**src/rtl/float_pkg.sv**
```systemverilog
// Shared float ordering rules for the comparison, max-select and argmax units.
// Values are passed zero-extended to MAX_W bits along with their real widths,
// so one set of functions serves every DATA_W/EXP_W combination.
package float_pkg;

  localparam int MAX_W = 64;

  typedef logic [MAX_W-1:0] fword_t;

  function automatic fword_t field_mask(input int n);
    if (n >= MAX_W) return '1;
    return (fword_t'(1) << n) - fword_t'(1);
  endfunction

  function automatic logic is_nan(input fword_t v, input int dw, input int ew);
    int     mw;
    fword_t e;
    fword_t m;
    mw = dw - 1 - ew;
    e  = (v >> mw) & field_mask(ew);
    m  = v & field_mask(mw);
    return (e == field_mask(ew)) && (m != '0);
  endfunction

  // a > b under sign-magnitude ordering; any NaN operand makes it false.
  // +0 > -0 falls out of the differing-sign rule.
  function automatic logic float_greater(input fword_t a, input fword_t b,
                                         input int dw, input int ew);
    logic   sign_a;
    logic   sign_b;
    fword_t mag_a;
    fword_t mag_b;
    if (is_nan(a, dw, ew) || is_nan(b, dw, ew)) return 1'b0;
    sign_a = a[dw-1];
    sign_b = b[dw-1];
    mag_a  = a & field_mask(dw - 1);
    mag_b  = b & field_mask(dw - 1);
    if (sign_a != sign_b) return !sign_a;
    if (!sign_a) return mag_a > mag_b;
    return mag_a < mag_b;
  endfunction

  // Quiet NaN: sign 0, exponent all ones, only the mantissa MSB set.
  function automatic fword_t canon_nan(input int dw, input int ew);
    int mw;
    mw = dw - 1 - ew;
    return (field_mask(ew) << mw) | (fword_t'(1) << (mw - 1));
  endfunction

endpackage

```
**src/rtl/float_max_select.sv**
```systemverilog
// Combinational keep-or-replace decision for a running extreme value.
// invert=0 selects a strictly greater candidate (max); invert=1 a strictly
// smaller one (min). NaN candidates never win; an empty slot takes any non-NaN.
module float_max_select
  import float_pkg::*;
#(
  parameter int DATA_W = 32,
  parameter int EXP_W  = 8
) (
  input  logic [DATA_W-1:0] cand,
  input  logic [DATA_W-1:0] cur,
  input  logic              cur_valid,
  input  logic              invert,
  output logic              update
);

  logic cand_nan;
  logic beats;

  // Ordering decision between candidate and current holder
  always_comb begin
    cand_nan = is_nan(fword_t'(cand), DATA_W, EXP_W);
    beats    = invert ? float_greater(fword_t'(cur), fword_t'(cand), DATA_W, EXP_W)
                      : float_greater(fword_t'(cand), fword_t'(cur), DATA_W, EXP_W);
    update   = !cand_nan && (!cur_valid || beats);
  end

endmodule

```
**src/rtl/float_argmax_reduce.sv**
```systemverilog
// Streaming float max/argmax reducer. A run pulse (re)starts a reduction of
// `length` elements; out0/out1 track the max and the index of its first
// occurrence, and done rises with the final element's update.
//
// state | meaning
// IDLE  | waiting for run
// ACC   | accepting elements while in0_valid & running
// FIN   | result held, done=1, further elements ignored
module float_argmax_reduce
  import float_pkg::*;
#(
  parameter int DATA_W = 32,
  parameter int EXP_W  = 8,
  parameter int LEN_W  = 16
) (
  input  logic              clk,
  input  logic              rst,
  input  logic              running,
  input  logic              run,
  input  logic [LEN_W-1:0]  length,
  input  logic [DATA_W-1:0] in0,
  input  logic              in0_valid,
  input  logic              start,
  output logic              done,
  output logic [DATA_W-1:0] out0,
  output logic [LEN_W-1:0]  out1
);

  localparam logic [DATA_W-1:0] CANON_NAN = DATA_W'(canon_nan(DATA_W, EXP_W));

  typedef enum logic [1:0] {
    IDLE = 2'd0,
    ACC  = 2'd1,
    FIN  = 2'd2
  } state_t;

  state_t            state;
  state_t            state_next;
  logic [LEN_W-1:0]  len_q;
  logic [LEN_W-1:0]  count;
  logic [LEN_W-1:0]  count_inc;
  logic              max_valid;
  logic              accept;
  logic              last;
  logic              update;
  logic              start_d;
  logic              unused_start;

  assign count_inc    = count + 1'b1;
  assign accept       = (state == ACC) && in0_valid && running && !run;
  assign last         = (count_inc == len_q);
  assign unused_start = start_d;

  float_max_select #(
    .DATA_W (DATA_W),
    .EXP_W  (EXP_W)
  ) u_select (
    .cand      (in0),
    .cur       (out0),
    .cur_valid (max_valid),
    .invert    (1'b0),
    .update    (update)
  );

  // State register
  always_ff @(posedge clk or posedge rst) begin
    if (rst) state <= IDLE;
    else     state <= state_next;
  end

  // Next-state logic; run restarts from any state
  always_comb begin
    state_next = state;
    if (run) begin
      state_next = (length == '0) ? FIN : ACC;
    end else begin
      case (state)
        ACC:     if (accept && last) state_next = FIN;
        default: state_next = state;
      endcase
    end
  end

  // Datapath: counters, running max/index and done level
  always_ff @(posedge clk or posedge rst) begin
    if (rst) begin
      done      <= 1'b0;
      out0      <= '0;
      out1      <= '0;
      count     <= '0;
      max_valid <= 1'b0;
      len_q     <= '0;
      start_d   <= 1'b0;
    end else begin
      start_d <= start;
      done    <= (state_next == FIN);
      if (run) begin
        len_q     <= length;
        count     <= '0;
        max_valid <= 1'b0;
        // A zero-length run enters FIN on this edge with no valid max
        if (length == '0) begin
          out0 <= CANON_NAN;
          out1 <= '1;
        end else begin
          out0 <= '0;
          out1 <= '0;
        end
      end else if (accept) begin
        count <= count_inc;
        if (update) begin
          out0      <= in0;
          out1      <= count;
          max_valid <= 1'b1;
        end else if (last && !max_valid) begin
          out0 <= CANON_NAN;
          out1 <= '1;
        end
      end
    end
  end

endmodule

```
**config.mk**
```make
export PLATFORM = sky130hd
export DESIGN_NAME = float_argmax_reduce
export DESIGN_NICKNAME = d
export VERILOG_FILES = /design/src/rtl/float_pkg.sv /design/src/rtl/float_max_select.sv /design/src/rtl/float_argmax_reduce.sv
export SDC_FILE = /design/constraint.sdc
export NUM_CORES = 1
export LEC_CHECK = 0
export ABC_AREA = 1
export BUFFER_PORTS_ARGS = -buffer_cell sky130_fd_sc_hd__buf_2
export CORE_MARGIN = 4
export CORE_UTILIZATION = 45
export CTS_CLUSTER_SIZE = 12
export DETAILED_ROUTE_END_ITERATION = 6
export HOLD_SLACK_MARGIN = 0.03
export PLACE_DENSITY = 0.65
export SYNTH_ARGS = -nofsm -noshare
export SYNTH_HDL_FRONTEND = slang
export SYNTH_SLANG_ARGS = --single-unit
```
**constraint.sdc**
```tcl
create_clock -name clk -period 6.82 [get_ports clk]
set_clock_uncertainty 0.1 [all_clocks]
set_input_delay 1.364 -clock clk [delete_from_list [all_inputs] [get_ports clk]]
set_output_delay 1.364 -clock clk [all_outputs]
set_load 0.005 [all_outputs]
```
==> flow_summary_export.csv <==
group,metric,value,unit
sta,rsz0062_at_grt,"no",
critical_path,reg2reg_setup_slack,3.04,ns
synthesis,ys_seq_area_share,37.7,%
drt,ant_nets,0,
synthesis,ys_ff_latch,84,
synthesis,synth_area,0.00558,sq mm
place,dpl.hpwl,10.4,mm
min_path,hold_depth,2,
run,drv_cap,0,
grt,antenna_found_initial,0,
place,dpl_cell_area,0.00617,sq mm
layout,final_common_cell,"nand2_1",
grt,grt_max_degree,82,
critical_path,crit_top_cell,"nand2_1",
critical_path,timing.rr.start,"out0[14]",
critical_path,critPathBufInv,1,
sta,final_hold_viol_count,0,
critical_path,path_cells,"buf_2 -> ha_1 -> nand2_1 -> nor2_1 -> nand3_1 -> nor2_1 -> nand2_1 -> nand2_1 -> nand2_1 -> nand2_1 -> a21oi_1 -> nand2_1 -> nand2_1 -> nand2_1 -> nand3_2 -> nand2_2 -> nand2_1 -> nand2_1",
outcome,status,"finished, final reports clean",
layout,drive_gt1_share,16.1,%
synthesis,avgSynthCellArea,6.90,sq um
cts,worstSkewPairLatency,0.35,ns
layout,nets,980,
drt,num_vias,5320,
place,dp.cells,1051,
critical_path,cpPeakStageDelay,0.78,ns
place,post-place-ws,2.01,ns
synthesis,synth-edff-count,0,
cts,cts_tree,"yes",
drt,wl_per_cell,13.5,um
cts,clk_pin_slew_worst_paths,0.06,ns
layout,diodes,0,
cts,postCtsHoldBufs,0,
synthesis,synth_fp_nets,894,
grt,grt_pass1_vias,4986,
critical_path,r2r_end,"out1[15]",
cts,cts_buffers,9,
sta,fin_crit_sh,65.5,%
die,start_util,46.2,%
synthesis,synth_cell_types,35,
cts,cts_max_path_buffers,2,
sta,fmax,224,MHz
sta,layout_min_cycle_time,4.47,ns
critical_path,endpoint_kind,"flop",
grt,grt_overflow,0,
power_and_ir_drop,p_seq_share,43.9,%
synthesis,yosys_warnings,0,
drt,drc,0,
power_and_ir_drop,leakage,3.65,nW
die,chipWidth,119,um
cts,htreeDepth,3,
sta,final.setup.worst_slack,2.35,ns
place,io_buffers,101,
power_and_ir_drop,intPower,0.903,mW
sta,setup_tns,0,ns
critical_path,critPathKind,"in2reg",
sta,slew_violations,0,
die,die_h,119,um
synthesis,synth_ff_type,"dfrtp_1",
drt,post_drt_via_cell_ratio,4.99,
sta,setup_violations,0,
die,num_io_pins,103,
grt,grt_use_total,21.1,%
critical_path,critPathCapture,"out1[15]",
critical_path,startpoint_type,"input port",
sta,worstMarginPinSlew,1.06,ns
critical_path,r2r_cells,18,
synthesis,synthCells,808,
critical_path,crit_cells,18,
power_and_ir_drop,p_clk_share,34.7,%
grt,grt_pass1_wl,24.6,mm
critical_path,worstPathArrival,4.64,ns
layout,final_cells,1067,
power_and_ir_drop,vdd_ir_drop_max,0.109,mV
layout,stdcell_area,0.00644,sq mm
power_and_ir_drop,power.density,203,mW/mm^2
layout,layout_common_cells,"nand2_1 (294), inv_1 (112), buf_2 (101), dfrtp_1 (84), nand3_1 (60)",
die,fp-row-count,40,
drt,first_iter_violations,404,
synthesis,async_flop_share,100,%
cts,clock-root-buffer,"clkbuf_16",
cts,cts_resized,0,
drt,routed_wl,14.4,mm
sta,max-slew-margin-rel,29.4,%
power_and_ir_drop,p_comb_share,21.3,%
power_and_ir_drop,power_switching_share,30.8,%
cts,cts_setup_buffers,0,
drt,drtPass1Iterations,5,
critical_path,path_delay_family,"simple AND/OR/NAND/NOR gates",
power_and_ir_drop,p_sw,0.402,mW
min_path,holdCritPathClass,"reg2reg",
critical_path,critPathSlowestCell,"nand2_2",
critical_path,cp_max_fo,48,
critical_path,crit_required,7.00,ns
layout,nFillCells,1234,
die,coreArea,0.0121,sq mm
critical_path,crit_start,"in0[14]",
cts,cts.sinks,84,
place,gp_congestion,0.904,
die,die_area,0.0142,sq mm
layout,area_growth,15.4,%
-- layer usage --
metal	global-route usage (%)	part of all wire, %	wire length [um]
met3	3.13	5.1	728
met1	30.8	50	7210
met4	8.16	1.9	274
met5	0	0	0
met2	31.6	43	6160
-- kinds of logic (layout without fill, tap and decap cells) --
| group | after synthesis | after routing | share of synthesized area (%) |
|---|---|---|---|
| adders and majority gates | 32 | 32 | 7.18 |
| and+or+nand+nor | 490 | 490 | 38.5 |
| buffers and inverters | 143 | 234 | 10.4 |
| DFF | 84 | 84 | 37.7 |
| AOI/OAI and AO/OA | 54 | 54 | 5.43 |
| xor gates and xnor gates | 5 | 5 | 0.785 |
-- cells in the mapped netlist, drive strengths merged (8+ instances only) --
| cell | n | share of area [%] |
|---|---|---|
| nor4 | 8 | 0.90 |
| o21ai | 25 | 2.3 |
| nor2 | 61 | 4.8 |
| nand2 | 308 | 21 |
| nand4 | 46 | 5.3 |
| ha | 32 | 7.2 |
| dfrtp | 84 | 38 |
| o22ai | 10 | 1.1 |
| clkbuf | 19 | 1.3 |
| buf | 10 | 1.4 |
| nand3 | 61 | 5.6 |
| inv | 114 | 7.7 |
| a21oi | 14 | 1.3 |
-- worst register-to-register path: cells and delay by family (launching register included) --
kind | cells | cell delay (ns)
AND/OR/NAND/NOR | 15 | 2.83
AO/OA/AOI/OAI | 1 | 0.06
adder cells (fa/ha/maj) | 1 | 0.29
flip-flops | 1 | 0.38
buffers and inverters | 1 | 0.08
-- state kept, by name, indices dropped and copies added (netlist names) --
register	count
count	16
done	1
len_q	16
max_valid	1
out0	32
out1	16
state	2
-- cell type report --
type | count | area (sq um) | share of cell area [%]
clock buffer | 11 | 243 | 3.77
multi-input combinational | 581 | 2900 | 45.0
tap | 168 | 210 | 3.27
sequential | 84 | 2100 | 32.7
timing repair buffer | 104 | 528 | 8.20
inverter | 114 | 429 | 6.67
clock inverter | 5 | 27.5 | 0.428
-- worst min path at each step --
stage,slack [ns],endpoint,start
floorplan,0.36,len_q[1],len_q[1]
global placement,0.36,out1[7],out1[7]
detailed placement,0.36,out1[11],out1[11]
CTS,0.38,out1[11],out1[11]
global route,0.40,out1[9],out1[9]
finish,0.37,out1[9],out1[9]
-- per-stage QoR --
stage | hold slack, ns | util, % | power [mW]
after floorplan | 0.361 | - | 0.762
after global placement | 0.361 | 51.1 | 0.858
after detailed placement | 0.362 | 51.1 | 0.862
after CTS | 0.379 | 53.4 | 1.32
after global routing | 0.400 | 53.4 | 1.39
final | 0.374 | 53.4 | 1.31
-- power groups by stage --
stage	clock network [mW]	logic, mW	registers, mW
after floorplan	0	0.183	0.579
after global placement	0	0.276	0.582
after detailed placement	0	0.280	0.582
after CTS	0.466	0.282	0.573
after global routing	0.485	0.325	0.579
final	0.453	0.278	0.573
Power figures use the tool's default switching activity.
